$ cat src/rtl/qam_demapper_hard.sv
// Hard-decision Gray-PAM QAM demapper (BPSK..QAM1024) with a per-frame
// squared-error accumulator for link-quality monitoring.
module qam_demapper_hard #(
    parameter int pDAT_W = 8,
    parameter int pSTEP  = 4,
    parameter int pERR_W = 24
) (
    input  logic                     iclk,
    input  logic                     ireset,
    input  logic                     iclkena,
    input  logic                     ival,
    input  logic                     isop,
    input  logic                     ieop,
    input  logic [3:0]               iqam,
    input  logic signed [pDAT_W-1:0] idat_re,
    input  logic signed [pDAT_W-1:0] idat_im,
    output logic                     oval,
    output logic [4:0]               odat_re,
    output logic [4:0]               odat_im,
    output logic                     oerr_val,
    output logic [pERR_W-1:0]        oerr,
    output logic [15:0]              ocnt
);

    localparam int EW  = pDAT_W + 2;
    localparam int SQW = 2 * EW;
    localparam int AW  = ((pERR_W > SQW) ? pERR_W : SQW) + 1;

    typedef enum logic {StIdle, StActive} state_t;

    // {n_re, n_im}; unsupported codes fall back to QPSK, BPSK keeps one imag bit
    function automatic logic [5:0] axis_bits(input logic [3:0] qam);
        logic [3:0] m;
        logic [2:0] nr, ni;
        m  = (qam >= 4'd1 && qam <= 4'd10) ? qam : 4'd2;
        nr = 3'((m + 4'd1) >> 1);
        ni = (m == 4'd1) ? 3'd1 : 3'(m >> 1);
        return {nr, ni};
    endfunction

    // Offset into the non-negative domain, floor-divide by level spacing, clamp
    function automatic logic [4:0] slice_pos(input logic signed [pDAT_W-1:0] x,
                                             input logic [2:0] n);
        int l, t, p;
        l = 1 << n;
        t = int'(x) + l * pSTEP;
        if (t < 0) p = 0;
        else       p = t / (2 * pSTEP);
        if (p > l - 1) p = l - 1;
        return p[4:0];
    endfunction

    function automatic logic signed [EW-1:0] level_of(input logic [4:0] p, input logic [2:0] n);
        int l, v;
        l = 1 << n;
        v = (2 * int'(p) - (l - 1)) * pSTEP;
        return v[EW-1:0];
    endfunction

    logic                     s1_val, s1_sop, s1_eop;
    logic [3:0]               s1_qam;
    logic signed [pDAT_W-1:0] s1_re, s1_im;

    logic                     s2_val, s2_sop, s2_eop;
    logic [4:0]               s2_pre, s2_pim;
    logic signed [EW-1:0]     s2_lre, s2_lim;
    logic signed [pDAT_W-1:0] s2_xre, s2_xim;

    logic                     s3_sop, s3_eop;
    logic [SQW-1:0]           s3_err;

    logic [2:0]               n_re, n_im;
    logic [4:0]               p_re, p_im;
    logic signed [EW-1:0]     l_re, l_im;
    logic signed [EW-1:0]     e_re, e_im;
    logic signed [SQW-1:0]    sq_re, sq_im;
    logic [SQW-1:0]           sym_err;

    state_t                   state, state_next;
    logic [pERR_W-1:0]        acc, acc_next;
    logic [15:0]              cnt, cnt_next;
    logic                     strobe;
    logic [AW-1:0]            err_ext, sum;

    // S1: register raw inputs with frame flags qualified by ival
    always_ff @(posedge iclk or posedge ireset) begin
        if (ireset) begin
            s1_val <= 1'b0;
            s1_sop <= 1'b0;
            s1_eop <= 1'b0;
            s1_qam <= 4'd0;
            s1_re  <= '0;
            s1_im  <= '0;
        end else if (iclkena) begin
            s1_val <= ival;
            s1_sop <= ival & isop;
            s1_eop <= ival & ieop;
            s1_qam <= iqam;
            s1_re  <= idat_re;
            s1_im  <= idat_im;
        end
    end

    // S2 decision: grid position and reconstructed level per axis
    always_comb begin
        {n_re, n_im} = axis_bits(s1_qam);
        p_re = slice_pos(s1_re, n_re);
        p_im = slice_pos(s1_im, n_im);
        l_re = level_of(p_re, n_re);
        l_im = level_of(p_im, n_im);
    end

    // S2 register
    always_ff @(posedge iclk or posedge ireset) begin
        if (ireset) begin
            s2_val <= 1'b0;
            s2_sop <= 1'b0;
            s2_eop <= 1'b0;
            s2_pre <= '0;
            s2_pim <= '0;
            s2_lre <= '0;
            s2_lim <= '0;
            s2_xre <= '0;
            s2_xim <= '0;
        end else if (iclkena) begin
            s2_val <= s1_val;
            s2_sop <= s1_sop;
            s2_eop <= s1_eop;
            s2_pre <= p_re;
            s2_pim <= p_im;
            s2_lre <= l_re;
            s2_lim <= l_im;
            s2_xre <= s1_re;
            s2_xim <= s1_im;
        end
    end

    // S3 error: residual to the chosen level and its squared magnitude
    always_comb begin
        e_re    = EW'(s2_xre) - s2_lre;
        e_im    = EW'(s2_xim) - s2_lim;
        sq_re   = e_re * e_re;
        sq_im   = e_im * e_im;
        sym_err = $unsigned(sq_re) + $unsigned(sq_im);
    end

    // S3 register: decisions hold their last value between valid symbols
    always_ff @(posedge iclk or posedge ireset) begin
        if (ireset) begin
            oval    <= 1'b0;
            odat_re <= '0;
            odat_im <= '0;
            s3_sop  <= 1'b0;
            s3_eop  <= 1'b0;
            s3_err  <= '0;
        end else if (iclkena) begin
            oval   <= s2_val;
            s3_sop <= s2_sop;
            s3_eop <= s2_eop;
            s3_err <= sym_err;
            if (s2_val) begin
                odat_re <= s2_pre ^ (s2_pre >> 1);
                odat_im <= s2_pim ^ (s2_pim >> 1);
            end
        end
    end

    // Frame state register
    always_ff @(posedge iclk or posedge ireset) begin
        if (ireset)       state <= StIdle;
        else if (iclkena) state <= state_next;
    end

    // Frame next state: sop (re)starts, eop in a frame closes it
    always_comb begin
        state_next = state;
        if (oval) begin
            if (s3_sop)                          state_next = s3_eop ? StIdle : StActive;
            else if (state == StActive && s3_eop) state_next = StIdle;
        end
    end

    // Frame outputs: saturating accumulate/count and end-of-frame strobe
    always_comb begin
        acc_next = acc;
        cnt_next = cnt;
        strobe   = 1'b0;
        err_ext  = AW'(s3_err);
        sum      = AW'(acc) + err_ext;
        if (oval) begin
            if (s3_sop) begin
                acc_next = (err_ext > AW'({pERR_W{1'b1}})) ? '1 : err_ext[pERR_W-1:0];
                cnt_next = 16'd1;
                strobe   = s3_eop;
            end else if (state == StActive) begin
                acc_next = (sum > AW'({pERR_W{1'b1}})) ? '1 : sum[pERR_W-1:0];
                cnt_next = (cnt == 16'hFFFF) ? cnt : cnt + 16'd1;
                strobe   = s3_eop;
            end
        end
    end

    // Frame accumulator and result registers
    always_ff @(posedge iclk or posedge ireset) begin
        if (ireset) begin
            acc      <= '0;
            cnt      <= '0;
            oerr_val <= 1'b0;
            oerr     <= '0;
            ocnt     <= '0;
        end else if (iclkena) begin
            acc      <= acc_next;
            cnt      <= cnt_next;
            oerr_val <= strobe;
            if (strobe) begin
                oerr <= acc_next;
                ocnt <= cnt_next;
            end
        end
    end

endmodule

$ cat config.mk
export PLATFORM = sky130hd
export DESIGN_NAME = qam_demapper_hard
export DESIGN_NICKNAME = d
export VERILOG_FILES = /design/src/rtl/qam_demapper_hard.sv
export SDC_FILE = /design/constraint.sdc
export NUM_CORES = 1
export LEC_CHECK = 0
export CAP_MARGIN = 20
export CORE_UTILIZATION = 35
export CTS_CLUSTER_DIAMETER = 40
export DETAILED_ROUTE_END_ITERATION = 8
export GPL_ROUTABILITY_DRIVEN = 0
export HOLD_SLACK_MARGIN = 0.12
export MAX_ROUTING_LAYER = met4
export SYNTH_ARGS = -nofsm -noshare
export SYNTH_HDL_FRONTEND = slang
export SYNTH_SLANG_ARGS = --single-unit
export TNS_END_PERCENT = 10
$ cat constraint.sdc
create_clock -name iclk -period 22 [get_ports iclk]
set_input_delay 4.4 -clock iclk [delete_from_list [all_inputs] [get_ports iclk]]
set_output_delay 4.4 -clock iclk [all_outputs]
set_load 0.01 [all_outputs]
==> results.md <==
- Slew margin rel.: 26.0%
- Grt total ovfl: 0
- Slew of the pin with the lowest slew margin: 1.11 ns
- Cells after synthesis: 2205
- Most used DFF post-synth: dfrtp_1
- Critical path's top delay family: compound AO/OA/AOI/OAI gates
- Clock slew at reported path FFs: 0.07 ns
- Die area: 59500 µm²
- Post-synth EDFFs: 0
- Vias in the first global route: 16600
- Ranking of synthesized cells by area: dfrtp_1, fa_1, ha_1, inv_1, xnor2_1
- Worst path bufs/invs: 1
- Core ar.: 57800 µm²
- Most frequent CP cell: ha_1
- Setup TNS Final: 0 ns
- Drt first pass iters: 5
- Root Driver: clkbuf_16
- Slowest stage delay, CP: 0.90 ns
- Min cycle time layout: 11.07 ns
- Critical Path Fanout Max: 30
- Clk sinks: 183
- Port-buffer cells: 77
- Nets: 2724
- Final hold vios: 0
- Post-synth top cells: inv_1, ha_1, fa_1
- Register bit total from synthesis: 183
- Dpl hpwl: 38600 µm
- Setup bufs post-CTS: 0
- Startpoint types: flop
- Critical Path AT: 11.42 ns
- CTS tree: yes
- Area grow syn2layout: 11.3%
- Wire length per cell: 15.9 µm
- Area leader, netlist: dfrtp_1
- Outcome: finished clean
- Slowest cell on the critical path: nor4_1
- DRT antenna net count: 0
- Register area share after synthesis: 22.3%
- Bufs on Longest Clock Path: 2
- CP Capture Type: flop
- Area share of the largest cell type after synthesis: 22.3%
- Worst Path Required: 22.35 ns
- Syn Area/Cell: 9.29 µm²
- Mapped Area: 20500 µm²
- Final non-filler cell total: 3060
- Initial core utilization: 35.4%
- Crit path depth: 39
- Slew Viols, Final: 0
- Post-synth ARST share: 100%
- Post-CTS Resized: 0
- Initial antenna violation count: 2
- Cell depth of the worst flop-to-flop path: 39
- DRT iter0 DRCs: 869
- Hold path depth: 2
- TritonCTS buffer count: 17
- Largest net degree at the start of global routing: 116
- Final setup violating endpoints: 0
- Yosys cell types: 83
- Std-Cell Rows: 88
- Layout cell share with drive strength beyond 1: 6.24%
- Die X: 244 µm
- RSZ-0062 raised after global routing: no
- Clock Skew: 0.0119 ns
- Vias: 15900
- Dpl cells: 3026
- Routed wire length: 48700 µm
- GRT Util Overall: 17.7%
- Die Span Y: 244 µm
- MaxCap Viol Count: 0
- FMAX: 90.3 MHz
- Yosys warnings: 0
- Worst Setup Path Type: reg -> reg
- First-pass GRT wire length: 83100 µm
- Post-CTS Hold Buffers: 0
- DRC errors left: 0
- H-tree depth: 4
- I/O pin count: 78
- Worst min path class: reg -> reg
- Via/cell ratio: 5.18
- Fin crit share: 50.3%
- Later-pin clock latency in the skew report: 0.47 ns
- Most frequent cell after synthesis: inv_1
## stage by stage
step	area, µm²	utilization, %	setup WS, ns	hold slack, ns
2_1_floorplan	20600	-	12.59	0.436
5_1_grt	22800	39.5	9.93	0.511
3_3_place_gp	22200	38.4	11.44	0.460
4_1_cts	22800	39.5	11.04	0.482
3_5_place_dp	22200	38.4	11.15	0.469
6_report	22800	39.5	10.93	0.481
## layout make-up
class | count | area [µm²]
clock buffers | 17 | 425
flip-flops and latches | 183 | 4580
repair buffers | 89 | 855
inverters | 273 | 1030
clock inverters | 15 | 211
fillers | 5800 | 35000
multi-input cells | 1716 | 14700
well taps | 765 | 957
diodes | 2 | 5.00
## worst min-delay path: stages, from the launching register on
cell and delay [ns]:
dfrtp_1 0.34, nand2_1 0.05, o21ai_0 0.06
## layout by cell type (no fill, tap or decap), drive strengths merged, types with 41 or more instances in the layout
cell	Yosys	layout
nor3	41	41
inv	271	277
a21o	43	43
mux2	74	74
a21oi	118	118
clkdlybuf4s50	0	76
nand2	180	180
nor2	158	158
dfrtp	183	183
and2	44	44
xnor2	98	98
nand3	41	41
fa	199	199
o21ai	101	101
ha	219	219
## cells by family after synthesis
logic type	after synthesis	synth area share, %
AO/OA/AOI/OAI	422	13.3
XOR/XNOR	133	5.68
adder cells (fa/ha/maj)	420	32.9
buffers and inverters	342	6.34
flip-flops	183	22.3
multiplexers	83	4.51
other	2	0.0367
AND/OR/NAND/NOR	620	14.9
## path summary, 6_finish.rpt
| kind | start | slack [ns] | to |
|---|---|---|---|
| worst max-delay path | s1_qam[2] | 10.93 | s2_lre[9] |
| worst min-delay path | odat_re[1] | 0.48 | odat_re[1] |
| worst max register to register | s1_qam[2] | 10.93 | s2_lre[9] |
| worst min register to register | odat_re[1] | 0.48 | odat_re[1] |
| max in group asynchronous | ireset | 16.06 | s2_lim[9] |
| min in group asynchronous | ireset | 4.46 | odat_re[4] |
## per-layer routing
layer | vias to the layer above | track usage (%) | wire length [µm]
li1 | 7616 | - | -
met1 | 7893 | 22.2 | 22100
met2 | 293 | 29.5 | 24000
met5 | - | - | 0
met4 | 0 | 5.26 | 867
met3 | 61 | 2.52 | 1710
## registers in the layout, indices dropped and copies added, names as in the netlist, 4 cells and up
signal   flops
s2_lim       8
s1_qam       4
s2_xim       8
s2_pim       5
odat_im      5
s3_err      20
odat_re      5
s1_im        8
oerr        24
s2_lre       8
acc         24
s2_xre       8
cnt         16
s1_re        8
s2_pre       5
ocnt        16
Power is not shown: default switching activity piles up to over one toggle a cycle in this logic, so the estimate is an artifact.
